`config.mk`:
```
export PLATFORM = sky130hd
export DESIGN_NAME = rep_pol_stamp
export DESIGN_NICKNAME = d
export VERILOG_FILES = /design/src/rtl/rep_pol_stamp.sv
export SDC_FILE = /design/constraint.sdc
export NUM_CORES = 1
export LEC_CHECK = 0
export CORE_MARGIN = 10
export CORE_UTILIZATION = 64
export CTS_BUF_LIST = sky130_fd_sc_hd__clkbuf_16
export DETAILED_ROUTE_END_ITERATION = 10
export PLACE_DENSITY_LB_ADDON = 0.1
export SLEW_MARGIN = 0
export SYNTH_ARGS = -nofsm -noshare
export SYNTH_HDL_FRONTEND = slang
export SYNTH_SLANG_ARGS = --single-unit
```
`constraint.sdc`:
```
create_clock -name clk -period 6.4 [get_ports clk]
set_input_delay 0.64 -clock clk [delete_from_list [all_inputs] [get_ports clk]]
set_output_delay 0.64 -clock clk [all_outputs]
set_load 0.01 [all_outputs]
```
`src/rtl/rep_pol_stamp.sv`:
```
// Recency tracker for a 4-way set-associative replacement policy.
// Keeps one timestamp per way per set, stamped from a global counter on hit/fill.
// Invalidated or never-used ways hold 0, so the lowest stamp marks the LRU victim.
// When the counter wraps, every stamp is halved one set per cycle.
// The relative order of the ways survives this renormalisation.
module rep_pol_stamp #(
  parameter int TS_WIDTH = 32,
  parameter int NUM_SETS = 4,
  parameter int SET_W    = $clog2(NUM_SETS)
) (
  input  logic                clk,
  input  logic                rst_n,
  input  logic                acc_valid,
  output logic                acc_ready,
  input  logic [SET_W-1:0]    acc_set,
  input  logic [1:0]          acc_way,
  input  logic                acc_inv,
  input  logic                rd_req,
  input  logic [SET_W-1:0]    rd_set,
  output logic                rd_valid,
  output logic [TS_WIDTH-1:0] line_0,
  output logic [TS_WIDTH-1:0] line_1,
  output logic [TS_WIDTH-1:0] line_2,
  output logic [TS_WIDTH-1:0] line_3,
  output logic                busy
);

  typedef enum logic {ST_IDLE, ST_RENORM} state_t;

  localparam logic [TS_WIDTH-1:0] TS_MAX   = '1;
  // First counter value after renormalisation: above every halved stamp.
  localparam logic [TS_WIDTH-1:0] TS_HALF  = {1'b1, {(TS_WIDTH-1){1'b0}}};
  localparam logic [SET_W-1:0]    LAST_SET = SET_W'(NUM_SETS - 1);

  state_t              state_q, state_d;
  logic [TS_WIDTH-1:0] ts_q, ts_d;
  logic [SET_W-1:0]    ptr_q, ptr_d;
  logic [TS_WIDTH-1:0] stamp_q [NUM_SETS][4];
  logic [TS_WIDTH-1:0] stamp_d [NUM_SETS][4];
  logic                rd_valid_q, rd_valid_d;
  logic [TS_WIDTH-1:0] line_q [4];
  logic [TS_WIDTH-1:0] line_d [4];

  logic idle;
  logic acc_fire;
  logic rd_fire;

  assign idle      = (state_q == ST_IDLE);
  assign acc_fire  = acc_valid & idle;
  assign rd_fire   = rd_req & idle;
  assign acc_ready = idle;
  assign busy      = ~idle;
  assign rd_valid  = rd_valid_q;
  assign line_0    = line_q[0];
  assign line_1    = line_q[1];
  assign line_2    = line_q[2];
  assign line_3    = line_q[3];

  // Next state for the counter, the renormalisation FSM and the set pointer.
  always_comb begin
    state_d = state_q;
    ts_d    = ts_q;
    ptr_d   = ptr_q;
    case (state_q)
      ST_IDLE: begin
        if (acc_fire && !acc_inv) begin
          if (ts_q == TS_MAX) begin
            // The wrapping access keeps its all-ones stamp; halving makes it newest.
            state_d = ST_RENORM;
            ptr_d   = '0;
          end else begin
            ts_d = ts_q + 1'b1;
          end
        end
      end
      ST_RENORM: begin
        ptr_d = ptr_q + 1'b1;
        if (ptr_q == LAST_SET) begin
          state_d = ST_IDLE;
          ptr_d   = '0;
          ts_d    = TS_HALF;
        end
      end
      default: state_d = ST_IDLE;
    endcase
  end

  // Stamp array update: write on accepted access, or halve the set under the pointer.
  always_comb begin
    for (int s = 0; s < NUM_SETS; s++) begin
      for (int w = 0; w < 4; w++) begin
        stamp_d[s][w] = stamp_q[s][w];
        if (acc_fire && (acc_set == SET_W'(s)) && (acc_way == 2'(w))) begin
          stamp_d[s][w] = acc_inv ? '0 : ts_q;
        end else if ((state_q == ST_RENORM) && (ptr_q == SET_W'(s))) begin
          stamp_d[s][w] = stamp_q[s][w] >> 1;
        end
      end
    end
  end

  // Read port: capture pre-write stamps of rd_set; hold lines when no read fires.
  always_comb begin
    rd_valid_d = rd_fire;
    for (int w = 0; w < 4; w++) begin
      line_d[w] = rd_fire ? stamp_q[rd_set][w] : line_q[w];
    end
  end

  // All state registers; asynchronous clear returns the tracker to a fresh state.
  always_ff @(posedge clk or negedge rst_n) begin
    if (!rst_n) begin
      state_q    <= ST_IDLE;
      ts_q       <= TS_WIDTH'(1);
      ptr_q      <= '0;
      rd_valid_q <= 1'b0;
      for (int w = 0; w < 4; w++) begin
        line_q[w] <= '0;
      end
      for (int s = 0; s < NUM_SETS; s++) begin
        for (int w = 0; w < 4; w++) begin
          stamp_q[s][w] <= '0;
        end
      end
    end else begin
      state_q    <= state_d;
      ts_q       <= ts_d;
      ptr_q      <= ptr_d;
      rd_valid_q <= rd_valid_d;
      for (int w = 0; w < 4; w++) begin
        line_q[w] <= line_d[w];
      end
      for (int s = 0; s < NUM_SETS; s++) begin
        for (int w = 0; w < 4; w++) begin
          stamp_q[s][w] <= stamp_d[s][w];
        end
      end
    end
  end

endmodule

```
# ---- After elaboration in Yosys (flattened, before gate mapping)
# Index checks and enable logic that the tools add are counted.
dict set report op_classes {
  muxes 48
  n_reduce_logical 47
  eq_ne 14
  bitwise 4
  n_addsub 2
  magnitude_cmp 1
}
# op n
set ops {}
lappend ops {{2-to-1 mux 32 bit} 36}
lappend ops {{binary-select mux 128 bit (select 2 bit)} 1}
lappend ops {{2-to-1 mux 128 bit} 2}
lappend ops {{one-hot mux 32 bit (2 select lines)} 1}
lappend ops {{adder 32 x 1 -> 32 bit (second input constant)} 1}
lappend ops {{equality test 32 bit (second input constant)} 1}
lappend ops {{nonzero test 2 bit} 16}
lappend ops {{logical AND 1 bit} 25}
lappend ops {{equality test 2 bit (second input constant)} 6}
lappend ops {{equality test 2 x 1 -> 1 bit (second input constant)} 3}
lappend ops {{zero test 2 bit} 3}
lappend ops {{2-to-1 mux 2 bit} 3}
lappend ops {{!= test 2 x 1 -> 1 bit (second input constant)} 3}
lappend ops {{one-hot mux 2 bit (2 select lines)} 1}
lappend ops {{>= comparator 3 bit (second input constant)} 1}
lappend ops {{2-to-1 mux 1 bit} 3}
lappend ops {{inverter 2 -> 3 bit} 1}
lappend ops {{AND reduction 3 bit} 1}
lappend ops {{adder 2 x 1 -> 2 bit (second input constant)} 1}
lappend ops {{AND 1 bit} 2}
lappend ops {{!= test 2 bit (second input constant)} 1}
lappend ops {{one-hot mux 1 bit (2 select lines)} 1}
lappend ops {{AND reduction 2 bit} 1}
lappend ops {{zero test 1 bit} 1}
lappend ops {{inverter 1 bit} 1}
dict set report word_totals {
  out_inout_bits 131
  elab_cells 140
  in_bits 11
  ff_bits 676
}

# ---- Longest topological paths before layout
dict set report logic_depth {
  word_depth 5
  depth_mapped 9
}

# ---- Least setup slack after synthesis
# Ideal clock, no wire load.
dict set report synth_path {
  path_type {input-to-reg}
  start {in rd_set[1]}
  end {reg line_q (netlist bit line_1[10])}
  setup_slack_ns 4.023
  required_ns 6.275
  path_buffers 2
  stages 4
  arrival_ns 2.253
  cell_sequence {clkbuf_1 -> buf_1 -> mux4_2 -> mux2_2}
}
dict set report synth_via {
  elab_chain_cells 4
}
# item line
set synth_lines {}
lappend synth_lines {{from (decl)} 19} ;# input logic [SET_W-1:0] rd_set,
lappend synth_lines {{inverter 2 -> 3 bit (implied by the code)} 106} ;# line_d[w] = rd_fire ? stamp_q[rd_set][w] : line_q[w];
lappend synth_lines {{binary-select mux 128 bit (select 2 bit)} 106}
lappend synth_lines {{2-to-1 mux 128 bit (implied by the code) (2 in series)} 106}
lappend synth_lines {{to (signal, indexed assignment)} 131} ;# line_q[w] <= line_d[w];
lappend synth_lines {{to (decl)} 41} ;# logic [TS_WIDTH-1:0] line_q [4];
# Every way passes these cells. The select of a mux whose other input is x is not followed.
# A chain may end at the register's enable or synchronous reset.

# ---- Worst setup path after layout
dict set report layout_path {
  start {reg state_q (netlist: busy)}
  end {reg stamp_q[442] (netlist bit)}
}
dict set report layout_via {
  elab_chain_cells 5
  elab_cells_between_ends 7
  cone_classes {mux (1); bitwise (2); reduce/logical (4)}
}
# item line
set layout_lines {}
lappend layout_lines {{from (decl)} 35} ;# state_t state_q, state_d;
lappend layout_lines {{from (signal assigned)} 126} ;# state_q <= state_d;
lappend layout_lines {{inverter 1 bit} 48} ;# assign idle = (state_q == ST_IDLE);
lappend layout_lines {{AND 1 bit} 49} ;# assign acc_fire = acc_valid & idle;
lappend layout_lines {{logical AND 1 bit (2 in series)} 93} ;# if (acc_fire && (acc_set == SET_W'(s)) && (acc_way == 2'(w))) begin
lappend layout_lines {{2-to-1 mux 32 bit or nonzero test 2 bit (tied branches)} n/a}
lappend layout_lines {{to (signal, indexed assignment)} 135} ;# stamp_q[s][w] <= stamp_d[s][w];
lappend layout_lines {{to (decl)} 38} ;# logic [TS_WIDTH-1:0] stamp_q [NUM_SETS][4];
# Several ways; a longest one is shown, not always the timed one.

==> impl_summary.log <==
[metrics] kind of launch point of the worst setup path: register
[metrics] TritonCTS clock tree: built
[metrics] timing-limited maximum frequency: 257 MHz
[metrics] CP max FO: 64
[metrics] remaining max-slew budget at the tightest pin: 7.38%
[metrics] Distinct cells, synth: 46
[metrics] number of nets at the end of the flow: 3461
[metrics] final setup violation count: 0
[metrics] WP data required: 6.83 ns
[metrics] initial drt markers: 3680
[metrics] share of synthesized area occupied by flip-flops and latches: 51.6%
[metrics] Power per Cell Area: 342 nW/µm²
[metrics] Floorplan Core Area: 50400 µm²
[metrics] Post-Synthesis Cell Area: 32800 µm²
[metrics] # Post-CTS Setup Buffers: 0
[metrics] worst-margin pin slew: 1.38 ns
[metrics] run status: finished, final reports clean
[metrics] initial antenna violation count: 0
[metrics] placement-stage worst setup slack: 2.55 ns
[metrics] crit path setup slack, layout: 2.50 ns
[metrics] post-route minimum period: 3.90 ns
[metrics] post-synthesis net count: 3528
[metrics] top library cells by usage in the layout, fill and taps aside: sky130_fd_sc_hd__nand2_1 (999), sky130_fd_sc_hd__dfrtp_1 (675), sky130_fd_sc_hd__nor2_1 (496), sky130_fd_sc_hd__a31oi_1 (481), sky130_fd_sc_hd__clkdlybuf4s50_1 (137)
[metrics] max capacitance violation total: 0
[metrics] total count of max-transition violations in the final report: 0
[metrics] period utilization: 60.9%
[metrics] count of instances resized after the clock tree is built: 0
[metrics] kind of capture point of the worst setup path: register
[metrics] DRC: 0
[metrics] data arrival time of the critical path: 4.33 ns
[metrics] Yosys warning total: 0
[metrics] GRT Resource Usage Total: 30.9%
[metrics] library cell used as clock root buffer: sky130_fd_sc_hd__clkbuf_16
[metrics] reg-to-reg critical path startpoint: busy
[metrics] Row Count: 82
[metrics] Port Buffer Count: 141
[metrics] vertical die dimension: 246 µm
[metrics] maximum buffer depth of the clock tree: 3
[metrics] total clock buffers created by CTS: 71
[metrics] number of iterations in the first detailed-routing pass: 6
[metrics] Chip Width: 246 µm
[metrics] via/cell ratio: 6.60
[metrics] Static Leak: 16.6 nW
[metrics] dominant synthesized flop cell: sky130_fd_sc_hd__dfrtp_1
[metrics] unrepaired setup endpoints after global routing: no
[metrics] die area: 60700 µm²
[metrics] clk_skew: 0.0145 ns
[metrics] I/O pin total: 142
[metrics] total wirelength of the detailed-routed design: 93500 µm
[metrics] Final GP Congestion: 0.865
[metrics] destination of the worst register-to-register timing path: stamp_q[442]
[metrics] R2R depth: 6
[metrics] most common cell after layout, fill and taps aside: sky130_fd_sc_hd__nand2_1
[metrics] final hold slack: 0.116 ns
[metrics] total vias in the final route: 27500
[metrics] clock transition at the registers of the reported paths: 0.06 ns
[metrics] Hold Buf Count CTS: 0
[metrics] flop and latch count out of synthesis: 676
[metrics] share of final-layout standard cells stronger than drive strength 1: 12.4%
[metrics] total clock sinks: 676
[metrics] detailed-placement wirelength estimate: 54300 µm
[metrics] syn avg cell area: 9.33 µm²
[metrics] aggregate negative setup slack: 0 ns
[metrics] Antenna diodes: 0
[metrics] Max VDD drop: 0.000249 V
[metrics] via count of the first global-routing pass: 27200
[metrics] routed len/inst: 22.4 µm
[metrics] initial cell density of the core: 65.1%
[metrics] number of standard cells after synthesis: 3512
[metrics] HP Class: in -> async
[metrics] Overflow after GRT: 0
[metrics] Area Growth Syn to Fin: 11.2%
[metrics] wire length of the first global-routing pass: 150000 µm
[metrics] maximum number of pins on one net before global-route repair: 175
[metrics] clock insertion delay at the later pin of the skew report: 0.61 ns
[metrics] type of the worst setup path: reg -> reg
[metrics] async set-reset flop share out of synthesis: 100%
[metrics] flop-to-flop setup slack: 2.50 ns
[metrics] antenna-violating nets left: 0
[metrics] H-tree levels: 3
[metrics] number of enable-type register cells in the synthesized netlist: 0
[metrics] endpoints failing hold: 0
[worst max-delay path, stage by stage (launching register included)]
cell and delay (ns):
sky130_fd_sc_hd__dfrtp_1 0.71, sky130_fd_sc_hd__inv_1 0.28, sky130_fd_sc_hd__nand2_1 0.12, sky130_fd_sc_hd__nor3_1 1.05
sky130_fd_sc_hd__nand2_2 1.06, sky130_fd_sc_hd__nor2_1 0.39, sky130_fd_sc_hd__a31oi_1 0.08
[layer usage]
metal / global-route usage (%) / part of all wire, % / routed length [µm] / up-vias
met2: 47.5 / 46 / 43000 / 1706
met5: 0 / 0 / 0 / -
met3: 8.31 / 11 / 10700 / 236
li1: - / - / - / 11900
met4: 15.0 / 4.8 / 4460 / 0
met1: 40.5 / 38 / 35300 / 13600
[cells in the mapped netlist (all sizes together) (7+ instances only)]
library cell     n  area share, %
a31oi          481            9.2
dfrtp          675             52
o211ai          18           0.41
mux2           128            4.4
a21oi            9           0.14
nand3           53           0.81
buf             45           0.60
nor4             7           0.18
nor2           499            5.7
nand4            7           0.13
a21o             9           0.21
o21ai           38           0.58
mux4           128            8.8
clkbuf         283            3.2
nand2         1015             12
nor2b           29           0.55
inv             11           0.13
nor3            19           0.31
[logic make-up (layout without fill, tap and decap cells)]
family,Yosys count,in the layout,synth area share [%]
buffers and inverters,339,320,3.97
AO/OA/AOI/OAI,571,571,10.9
multiplexers,259,259,13.3
flip-flops,676,676,51.6
adder cells (fa/ha/maj),5,5,0.191
XOR/XNOR,1,1,0.0267
AND/OR/NAND/NOR,1661,1661,20.0
[final cells by class]
| cell class | instances | area (µm²) |
|---|---|---|
| Clock buffer | 73 | 1830 |
| Clock inverter | 48 | 294 |
| Fill cell | 3584 | 13900 |
| Inverter | 11 | 41.3 |
| Multi-Input combinational cell | 2497 | 14700 |
| Sequential cell | 676 | 16900 |
| Tap cell | 672 | 841 |
| Timing Repair Buffer | 188 | 1840 |
[how the worst max path moves through the flow]
stage                   start            to  slack, ns
floorplan           rd_set[1]    line_1[10]       4.02
global placement    acc_valid  stamp_q[447]       2.62
detailed placement  acc_valid  stamp_q[446]       2.55
CTS                      busy  stamp_q[503]       2.70
global route             busy  stamp_q[442]       2.23
finish                   busy  stamp_q[442]       2.50
[where the power goes]
part / total (mW) / switching [mW] / leakage (nW) / internal [mW]
Sequential: 6.07 / 0.792 / 7.77 / 5.28
Clock: 3.87 / 1.67 / 1.13 / 2.21
Combinational: 2.52 / 1.09 / 7.67 / 1.43
Total: 12.5 / 3.55 / 16.6 / 8.92
[through the flow]
step / utilization, % / instance area, µm² / power (mW) / instances
CTS: 72.3 / 36400 / 12.5 / 4165
detailed placement: 68.1 / 34300 / 8.62 / 4044
floorplan: - / 32800 / 7.41 / 3512
finish: 72.3 / 36400 / 12.5 / 4165
global route: 72.3 / 36400 / 13.0 / 4165
global placement: 68.1 / 34300 / 8.48 / 4044
[registers in the layout, summed over array words and instances (netlist names)]
register / cells
busy: 1
line_0: 32
line_1: 32
line_2: 32
line_3: 32
ptr_q: 2
rd_valid: 1
stamp_q: 512
ts_q: 32
(Power assumes the default switching activity.)
